$ cat src/rtl/mem_access_unit.sv
// Memory-stage load/store engine (RV32).
// Turns one EX/MEM load or store into a single req/ack transaction on the data-memory port.
// Store data is replicated across byte lanes with matching byte enables. Load data is
// extracted from the returned word and sign- or zero-extended. The pipeline is stalled until
// the transaction finishes. Illegal or misaligned accesses raise misalign and never reach memory.
module mem_access_unit (
  input  logic        clk,
  input  logic        rst,
  // EX/MEM pipeline register
  input  logic        req_valid,
  input  logic        is_store,
  input  logic [2:0]  func3,
  input  logic [31:0] addr,
  input  logic [31:0] wdata,
  input  logic        flush,
  // Pipeline control and load result
  output logic        stall,
  output logic [31:0] ld_data,
  output logic        ld_valid,
  output logic        misalign,
  // Data-memory port
  output logic        mem_req,
  output logic        mem_we,
  output logic [31:0] mem_addr,
  output logic [3:0]  mem_be,
  output logic [31:0] mem_wdata,
  input  logic        mem_ack,
  input  logic [31:0] mem_rdata
);

  typedef enum logic [1:0] {
    StIdle,
    StBusy,
    StResp
  } state_e;

  state_e state_q, state_d;

  logic        legal;
  logic        accept;
  logic        kill_q;

  logic        mem_req_q;
  logic        mem_we_q;
  logic [31:0] mem_addr_q;
  logic [3:0]  mem_be_q;
  logic [31:0] mem_wdata_q;

  logic [3:0]  be_d;
  logic [31:0] wdata_d;

  logic [2:0]  func3_q;
  logic [1:0]  off_q;
  logic [31:0] ld_data_q;

  logic [7:0]  rd_byte;
  logic [15:0] rd_half;
  logic [31:0] ld_ext;

  // Decode legality: supported func3 for the access kind, and natural alignment.
  always_comb begin
    legal = 1'b0;
    case (func3)
      3'b000:         legal = 1'b1;
      3'b001:         legal = ~addr[0];
      3'b010:         legal = (addr[1:0] == 2'b00);
      3'b100:         legal = ~is_store;
      3'b101:         legal = ~is_store & ~addr[0];
      default:        legal = 1'b0;
    endcase
  end

  assign accept = (state_q == StIdle) & req_valid & ~flush & legal;

  // Lane-replicate store data and form byte enables; loads read the whole word.
  always_comb begin
    be_d    = 4'b1111;
    wdata_d = wdata;
    if (is_store) begin
      case (func3[1:0])
        2'b00: begin
          be_d    = 4'b0001 << addr[1:0];
          wdata_d = {4{wdata[7:0]}};
        end
        2'b01: begin
          be_d    = 4'b0011 << {addr[1], 1'b0};
          wdata_d = {2{wdata[15:0]}};
        end
        default: begin
          be_d    = 4'b1111;
          wdata_d = wdata;
        end
      endcase
    end
  end

  // Next-state logic.
  always_comb begin
    state_d = state_q;
    unique case (state_q)
      StIdle:  if (accept) state_d = StBusy;
      StBusy:  if (mem_ack) state_d = StResp;
      StResp:  state_d = StIdle;
      default: state_d = StIdle;
    endcase
  end

  // State register and kill flag; a flushed in-flight access still waits for its ack.
  always_ff @(posedge clk) begin
    if (rst) begin
      state_q <= StIdle;
      kill_q  <= 1'b0;
    end else begin
      state_q <= state_d;
      if (state_q == StBusy && flush) begin
        kill_q <= 1'b1;
      end else if (state_q == StResp) begin
        kill_q <= 1'b0;
      end
    end
  end

  // Memory port registers: loaded on accept, held through BUSY, request dropped on ack.
  always_ff @(posedge clk) begin
    if (rst) begin
      mem_req_q   <= 1'b0;
      mem_we_q    <= 1'b0;
      mem_addr_q  <= 32'h0;
      mem_be_q    <= 4'h0;
      mem_wdata_q <= 32'h0;
    end else if (accept) begin
      mem_req_q   <= 1'b1;
      mem_we_q    <= is_store;
      mem_addr_q  <= {addr[31:2], 2'b00};
      mem_be_q    <= be_d;
      mem_wdata_q <= wdata_d;
    end else if (state_q == StBusy && mem_ack) begin
      mem_req_q   <= 1'b0;
    end
  end

  // Select the addressed byte/halfword from the returned word and extend it.
  always_comb begin
    unique case (off_q)
      2'd0: rd_byte = mem_rdata[7:0];
      2'd1: rd_byte = mem_rdata[15:8];
      2'd2: rd_byte = mem_rdata[23:16];
      2'd3: rd_byte = mem_rdata[31:24];
      default: rd_byte = mem_rdata[7:0];
    endcase
    rd_half = off_q[1] ? mem_rdata[31:16] : mem_rdata[15:0];
    case (func3_q)
      3'b000:  ld_ext = {{24{rd_byte[7]}}, rd_byte};
      3'b001:  ld_ext = {{16{rd_half[15]}}, rd_half};
      3'b100:  ld_ext = {24'h0, rd_byte};
      3'b101:  ld_ext = {16'h0, rd_half};
      default: ld_ext = mem_rdata;
    endcase
  end

  // Load bookkeeping: width/offset captured on accept, result registered on a live ack.
  always_ff @(posedge clk) begin
    if (rst) begin
      func3_q   <= 3'b000;
      off_q     <= 2'b00;
      ld_data_q <= 32'h0;
    end else begin
      if (accept) begin
        func3_q <= func3;
        off_q   <= addr[1:0];
      end
      if (state_q == StBusy && mem_ack && !mem_we_q && !kill_q && !flush) begin
        ld_data_q <= ld_ext;
      end
    end
  end

  // Pipeline-facing outputs; stall and misalign are forced low during reset.
  always_comb begin
    stall    = ~rst & (accept | (state_q == StBusy));
    misalign = ~rst & (state_q == StIdle) & req_valid & ~flush & ~legal;
    ld_valid = ~rst & (state_q == StResp) & ~mem_we_q & ~kill_q & ~flush;
  end

  assign ld_data   = ld_data_q;
  assign mem_req   = mem_req_q;
  assign mem_we    = mem_we_q;
  assign mem_addr  = mem_addr_q;
  assign mem_be    = mem_be_q;
  assign mem_wdata = mem_wdata_q;

endmodule

$ cat config.mk
export PLATFORM = sky130hd
export DESIGN_NAME = mem_access_unit
export DESIGN_NICKNAME = d
export VERILOG_FILES = /design/src/rtl/mem_access_unit.sv
export SDC_FILE = /design/constraint.sdc
export NUM_CORES = 1
export LEC_CHECK = 0
export CAP_MARGIN = 20
export CORE_UTILIZATION = 38
export CTS_CLUSTER_DIAMETER = 40
export DETAILED_ROUTE_END_ITERATION = 10
export GPL_ROUTABILITY_DRIVEN = 0
export MAX_ROUTING_LAYER = met4
export PLACE_DENSITY = 0.77
export SLEW_MARGIN = 20
export SYNTH_ARGS = -nofsm -noshare
export SYNTH_HDL_FRONTEND = slang
export SYNTH_SLANG_ARGS = --single-unit
export TNS_END_PERCENT = 10
$ cat constraint.sdc
create_clock -name clk -period 1.5 [get_ports clk]
set_input_delay 0.225 -clock clk [delete_from_list [all_inputs] [get_ports clk]]
set_output_delay 0.225 -clock clk [all_outputs]
set_load 0.01 [all_outputs]
* After elaboration in Yosys (flattened, before gate mapping)
Index checks and enable logic that the tools add are counted.
Operators by class: multipliers 0, eq/ne operators 15, reduce and logical (&&, ||, !) cells 17, shift-type cells 2, order comparisons 0, muxes and demuxes 15, bitwise operators 21, add/subtract/negate cells 0, divide/modulo/power cells 0
Operators with widths (number):
- $pmux 32 s4 | 1
- $pmux 32 s2 | 1
- $mux 32 | 1
- $pmux 8 s4 | 1
- $mux 16 | 1
- $and 1x1->1 | 13
- $eq 3x3->1 const B | 4
- $logic_not 2->1 | 4
- $pmux 4 s2 | 1
- $not 1->1 | 7
- $eq 2x1->1 const B | 3
- $eq 2x2->1 const B | 3
- $eq 3x1->1 const B | 2
- $logic_not 3->1 | 2
- $logic_and 1x1->1 | 5
- $pmux 1 s5 | 1
- $mux 1 | 4
- $mux 2 | 2
- $mux 4 | 1
- $ne 2x2->1 const B | 2
- $pmux 2 s2 | 1
- $reduce_bool 2->1 | 2
- $shl 1x2->4 const A | 1
- $shl 2x2->4 const A | 1
- 4 further kinds | 6
Word-level totals: bits in latches 0, register bits after elaboration 108, memories 0, bits of input ports 105, memory bits (writable) 0, output and inout port bits 105, bits in read-only memories 0, logic and storage cells 80

* Longest topological paths before layout
Gate-level depths: netlist (run 1).
word-level depth 6, gate-level depth with buffers 6

* Worst setup path before layout (run 1)
OpenSTA, ideal clock, no wires.
path kind register to register, from register mem_we_q (netlist: mem_we), to register ld_data_q[25] (netlist: ld_data[25]), cell stages (with the launch flop) 7, setup slack -0.159 ns, arrival 1.519 ns, required time 1.360 ns, buffers on the path 2, cell sequence dfxtp_1 > or3_4 > or2_1 > buf_6 > a21oi_4 > buf_6 > a211oi_2
On the way: longest elaborated chain between the ends 4
Ends and longest elaborated chain:
- from (decl) | line 44 | logic mem_we_q;
- from (signal assigned) | line 133 | mem_we_q <= is_store;
- $logic_not 1->1 | line 172 | if (state_q == StBusy && mem_ack && !mem_we_q && !kill_q && !flush) begin
- $logic_and 1x1->1 (3 in series) | line 172
- to (signal assigned) | line 173 | ld_data_q <= ld_ext;
- to (decl) | line 54 | logic [31:0] ld_data_q;
Every way passes these cells. A chain may end at the register's enable or synchronous reset.

* Worst setup path in the final report (run 1)
from register state_q[0], to output stall
On the way: longest elaborated chain between the ends 6, elaborated cells between the ends (all ways) 7
Ends and longest elaborated chain:
- from (decl) | line 37 | state_e state_q, state_d;
- from (signal assigned) | line 111 | state_q <= StIdle;
- from (signal assigned) | line 114 | state_q <= state_d;
- $logic_not 2->1 | line 73 | assign accept = (state_q == StIdle) & req_valid & ~flush & legal;
- $and 1x1->1 (3 in series) | line 73
- $or 1x1->1 (*) | line 180 | stall = ~rst & (accept | (state_q == StBusy));
- $and 1x1->1 (*) | line 180
- to (decl) | line 17 | output logic stall,
Every way passes the cells marked *; elsewhere a longest branch is shown, timed or not.

==> metrics.yaml, run 1 <==
outcome:
  outcome: "finished, violations left"
  violations: "setup timing"
logic_synthesis:
  synth.top_cell.area_share_pct: 46.3
  synth_top_area_cell: "dfxtp_1"
  netlist_instances: 562
  synth_edf_count: 0
  yosysSeqAreaShare_pct: 46.3
  avgSynthCellArea_sq_um: 8.32
  yosysWarnings: 0
  synth_common_cells: "nand2_1 (122), dfxtp_1 (108), a21oi_1 (64)"
  yosysMostFrequentCell: "nand2_1"
  async_flop_share_pct: 0
  ys_seq_elements: 108
  synth_ff_type: "dfxtp_1"
  synth_area_sq_um: 4670
  ys_types: 41
  synthTopCellsByArea: "dfxtp_1 (46%), nand2_1 (9.8%), a21oi_1 (6.9%)"
sta:
  rsz0062_at_grt: "yes"
  finalClockSkew_ps: 4.35
  report.final.slew_viol_count: 0
  fmax_mhz: 612
  hold_ws_ps: 145
  final.setup.worst_slack_ps: -133
  fin_crit_ps: 1630
  hold_viol_final: 0
  finalSetupViolCount: 40
  timing.final.crit_share_pct: 109
power:
  peakVddDrop_mv: 0.668
  power.share.combinational_pct: 16.8
  clock_power_share_pct: 37.2
  power.share.sequential_pct: 45.9
  powerDensity_nw_per_um2: 821
  switchingPower_mw: 1.62
  total_leakage_power_nw: 3.21
  power.share.switching_pct: 24.9
  power.internal_mw: 4.89
  finalPower_mw: 6.51
routing:
  wirelength_um: 16400
  firstDrtPassIters: 5
  drcViolationCount: 0
  vias: 5078
  first_iter_violations: 326
  route.met3.wl_um: 1540
  wl_per_cell_um: 17.4
  antenna_left: 0
  viasPerCell: 5.40
  drt-met1-wl_um: 6310
  top_layer: "met4"
  dr_wl_met2_um: 8160
worst_setup_path:
  worstPathRequired_ps: 1270
  crit_fanout: 2
  critPathKind: "flop to output port"
  cp-end-kind: "output port"
  crit_arrival_ps: 1410
  startpoint_type: "flop"
global_routing:
  grt_pass1_vias: 4945
  gr-total-overflow: 0
  antenna_found_initial: 1
  grt_usage_pct: 24.9
  grt_first_pass_wirelength_um: 24200
  grt_max_degree: 105
floorplan:
  die-area_sq_um: 12700
  core_sq_um: 12000
  rows: 40
  die_h_um: 113
  start_util_pct: 38.9
  fp.dieW_um: 113
  io_pins: 210
clock_tree:
  cts_buffer_depth: 2
  h-tree-depth: 3
  holdBufCountCts: 0
  cts_buffers: 9
  clk_pin_slew_worst_paths_ps: 70
  root_buffer: "clkbuf_16"
  insertion_delay_ps: 350
  cts_tree: "built"
  cts.sinks: 108
final_layout:
  finish.utilization_pct: 66.0
  final_nets: 893
  drive_above_1_share_pct: 17.4
  fill_cells: 950
  area_growth_pct: 69.6
min_path:
  hold_class: "primary input to flop"
placed_design:
  pre_cts_slack_ps: -680
  port_buffers: 207
  post-dp-hpwl_um: 11100
run:
  maxCapViolCount: 0
layout make-up:
type	instances	area (sq um)	share of cell area [%]
clock inverter	6	62.6	0.789
antenna	1	2.50	0.0316
tap	147	184	2.32
timing repair buffer	260	2730	34.4
multi-input combinational	403	2520	31.8
inverter	6	22.5	0.284
sequential	108	2170	27.4
clock buffer	10	239	3.01
path summary, 6_finish.rpt:
check / startpoint / end / slack (ps) / depth (start not counted)
worst min register to register: ld_data[15] / ld_data[15] / 450 / 2
worst max register to register: kill_q / ld_data[2] / -90 / 4
worst max-delay path: state_q[0] / stall / -130 / 5
worst min-delay path: rst / kill_q / 150 / 2
per-layer routing:
metal	global-route usage [%]	vias up
li1	-	2415
met1	27.4	2397
met2	41.9	238
met3	7.12	28
met4	11.0	0
met5	-	-
cell usage in the layout, fill, tap and decap left out, types with 4 or more instances in the layout:
cell,n
clkdlybuf4s50_1,162
nand2_1,119
dfxtp_1,104
a21oi_1,51
nor2_1,40
buf_4,37
dlymetal6s2s_1,28
nand3b_1,25
o21ai_0,24
o21ai_1,23
mux2i_1,22
a21oi_2,13
a211oi_2,13
clkbuf_16,13
dlygate4sd2_1,13
a211oi_1,12
buf_12,10
o221ai_1,8
o221ai_2,6
inv_1,5
nor3_1,4
critical path: stages (launching register included):
cell     delay, ps
dfxtp_2        330
nor4b_2        260
buf_4          170
o21ai_4         60
a21oi_2        100
buf_2          130
kinds of logic (layout without fill, tap and decap cells):
logic type / count (synthesis) / count (layout) / share of synthesized area, %
mux: 26 / 26 / 5.84
simple gates: 213 / 213 / 20.3
buf+inv: 52 / 282 / 5.35
compound gates: 162 / 162 / 22.1
other cells: 1 / 3 / 0.0802
flops: 108 / 108 / 46.3
power groups by stage:
| stage | Clock [mW] | Combinational (mW) | Sequential, mW |
|---|---|---|---|
| 6_report | 2.42 | 1.10 | 2.99 |
| 5_1_grt | 2.60 | 1.17 | 3.00 |
| 4_1_cts | 2.47 | 1.02 | 2.99 |
| 3_5_place_dp | 0 | 0.988 | 3.05 |
| 3_3_place_gp | 0 | 0.973 | 3.05 |
| 2_1_floorplan | 0 | 0.350 | 3.08 |
metrics by stage:
step	setup TNS [ps]	area [sq um]	instances
after floorplan	-816	4680	563
after detailed placement	-56300	7140	915
final	-1480	7930	941
after CTS	-2860	7560	933
after global placement	-51090	7140	915
after global routing	-5950	7930	941
repair_timing:
action / CTS / global route
buffers inserted: 1 / 3
gates resized for setup: 49 / 66
gates cloned: 1 / 4
pin swaps: 8 / 10
setup endpoints to repair: 114 / 116
flip-flops by register name, indices dropped and copies added (netlist names):
register / cells
mem_wdata: 32
kill_q: 1
off_q: 2
mem_be: 4
ld_data: 32
mem_we: 1
mem_req: 1
mem_addr: 30
func3_q: 3
state_q: 2
Note: power is estimated with default switching activity, not from simulation.
==> run 2, diff against run 1 <==
- CAP_MARGIN: 20 -> 10
- HOLD_SLACK_MARGIN: default -> 0.15
- SKIP_CTS_REPAIR_TIMING: default -> 1
==> metrics.yaml, run 2 (synthesis gave the netlist of run 1 again) <==
outcome:
  outcome: "finished, violations left"
  violations: "setup timing"
floorplan:
  io_pins: 210
  start_util_pct: 38.9
  core_sq_um: 12000
  fp.dieW_um: 113
  die-area_sq_um: 12700
  die_h_um: 113
  rows: 40
routing:
  viasPerCell: 5.32
  drt-met1-wl_um: 6670
  top_layer: "met4"
  drcViolationCount: 0
  wl_per_cell_um: 17.2
  first_iter_violations: 287
  route.met3.wl_um: 1300
  firstDrtPassIters: 4
  dr_wl_met2_um: 7870
  wirelength_um: 16200
  antenna_left: 0
  vias: 5020
worst_setup_path:
  startpoint_type: "primary input"
  cp-end-kind: "output port"
  critPathKind: "primary input to output port"
  crit_arrival_ps: 1430
  crit_fanout: 3
  worstPathRequired_ps: 1270
  crit_start: "addr[1]"
  reg2reg_slack_ps: -110
  crit-reg2reg-launch: "off_q[1]"
global_routing:
  grt_pass1_vias: 4831
  grt_usage_pct: 24.2
  grt_first_pass_wirelength_um: 23500
  grt_max_degree: 105
  gr-total-overflow: 0
  antenna_found_initial: 1
final_layout:
  area_growth_pct: 68.9
  fill_cells: 954
  final_nets: 895
  final_cell_mix: "clkdlybuf4s50_1 (163), nand2_1 (119), dfxtp_1 (105)"
  final_common_cell: "clkdlybuf4s50_1"
  drive_above_1_share_pct: 16.7
  fin_cells: 943
  final_cell_area_sq_um: 7890
sta:
  rsz0062_at_grt: "yes"
  final.setup.worst_slack_ps: -151
  hold_viol_final: 0
  timing.final.crit_share_pct: 110
  fmax_mhz: 606
  finalClockSkew_ps: 4.21
  fin_setup_tns_ps: -4570
  finalSetupViolCount: 73
  fin_crit_ps: 1650
  hold_ws_ps: 237
  report.final.slew_viol_count: 0
clock_tree:
  cts_buffer_depth: 2
  h-tree-depth: 3
  insertion_delay_ps: 350
  cts_buffers: 9
  root_buffer: "clkbuf_16"
  clk_pin_slew_worst_paths_ps: 70
  cts.sinks: 108
  cts_tree: "built"
power:
  powerDensity_nw_per_um2: 823
  peakVddDrop_mv: 0.633
  total_leakage_power_nw: 3.32
placed_design:
  pre_cts_slack_ps: -680
  placed_cell_area_sq_um: 7140
  port_buffers: 207
  post-dp-hpwl_um: 11100
  place_inst: 915
min_path:
  min-delay-start: "func3[2]"
  hold_class: "primary input to flop"
run:
  maxCapViolCount: 0
## run 2: changes by cell type in the layout (fill, tap and decap cells not counted), moves of 2 or more
cell,change
a21oi_1,-2
mux2i_1,+2
nor2_4,-2
buf_4,+4
nor2_2,-2
a21oi_2,+2
dlygate4sd2_1,-13
nor2_1,+4
dlymetal6s2s_1,+12
mux2i_4,-3
## run 2: cell type report
| class | count | area (sq um) | area share, % |
|---|---|---|---|
| timing repair buffer | 262 | 2750 | 34.9 |
| multi-input combinational | 403 | 2460 | 31.2 |
| sequential | 108 | 2170 | 27.4 |
| clock buffer | 10 | 239 | 3.03 |
| tap | 147 | 184 | 2.33 |
| clock inverter | 6 | 62.6 | 0.793 |
| inverter | 6 | 22.5 | 0.285 |
| antenna | 1 | 2.50 | 0.0317 |
## run 2: final timing paths
check,end,cells after the start
max,stall,6
min,func3_q[2],3
max reg2reg,ld_data[31],6
min reg2reg,ld_data[15],2
## run 2: metal layers
| layer | up-vias | GRT usage, % |
|---|---|---|
| li1 | 2416 | - |
| met1 | 2372 | 26.9 |
| met2 | 207 | 40.8 |
| met3 | 25 | 6.75 |
| met4 | 0 | 10.0 |
| met5 | - | - |
## run 2: stage by stage
| stage | utilization, % | power [mW] |
|---|---|---|
| 6_report | 65.7 | 6.50 |
| 5_1_grt | 65.7 | 6.75 |
| 4_1_cts | 62.0 | 6.45 |
| 3_5_place_dp | 59.4 | 4.04 |
| 3_3_place_gp | 59.4 | 4.02 |
| 2_1_floorplan | - | 3.43 |
## run 2: report_power, final
part / internal, mW / switching [mW]
combinational: 0.600 / 0.478
clock: 1.34 / 1.09
sequential: 2.94 / 0.0471
## run 2: worst max-delay path: stages
cell,delay [ps]
clkdlybuf4s50_1,460
nor4_2,240
buf_4,180
o21ai_4,60
a21oi_2,110
buf_2,130
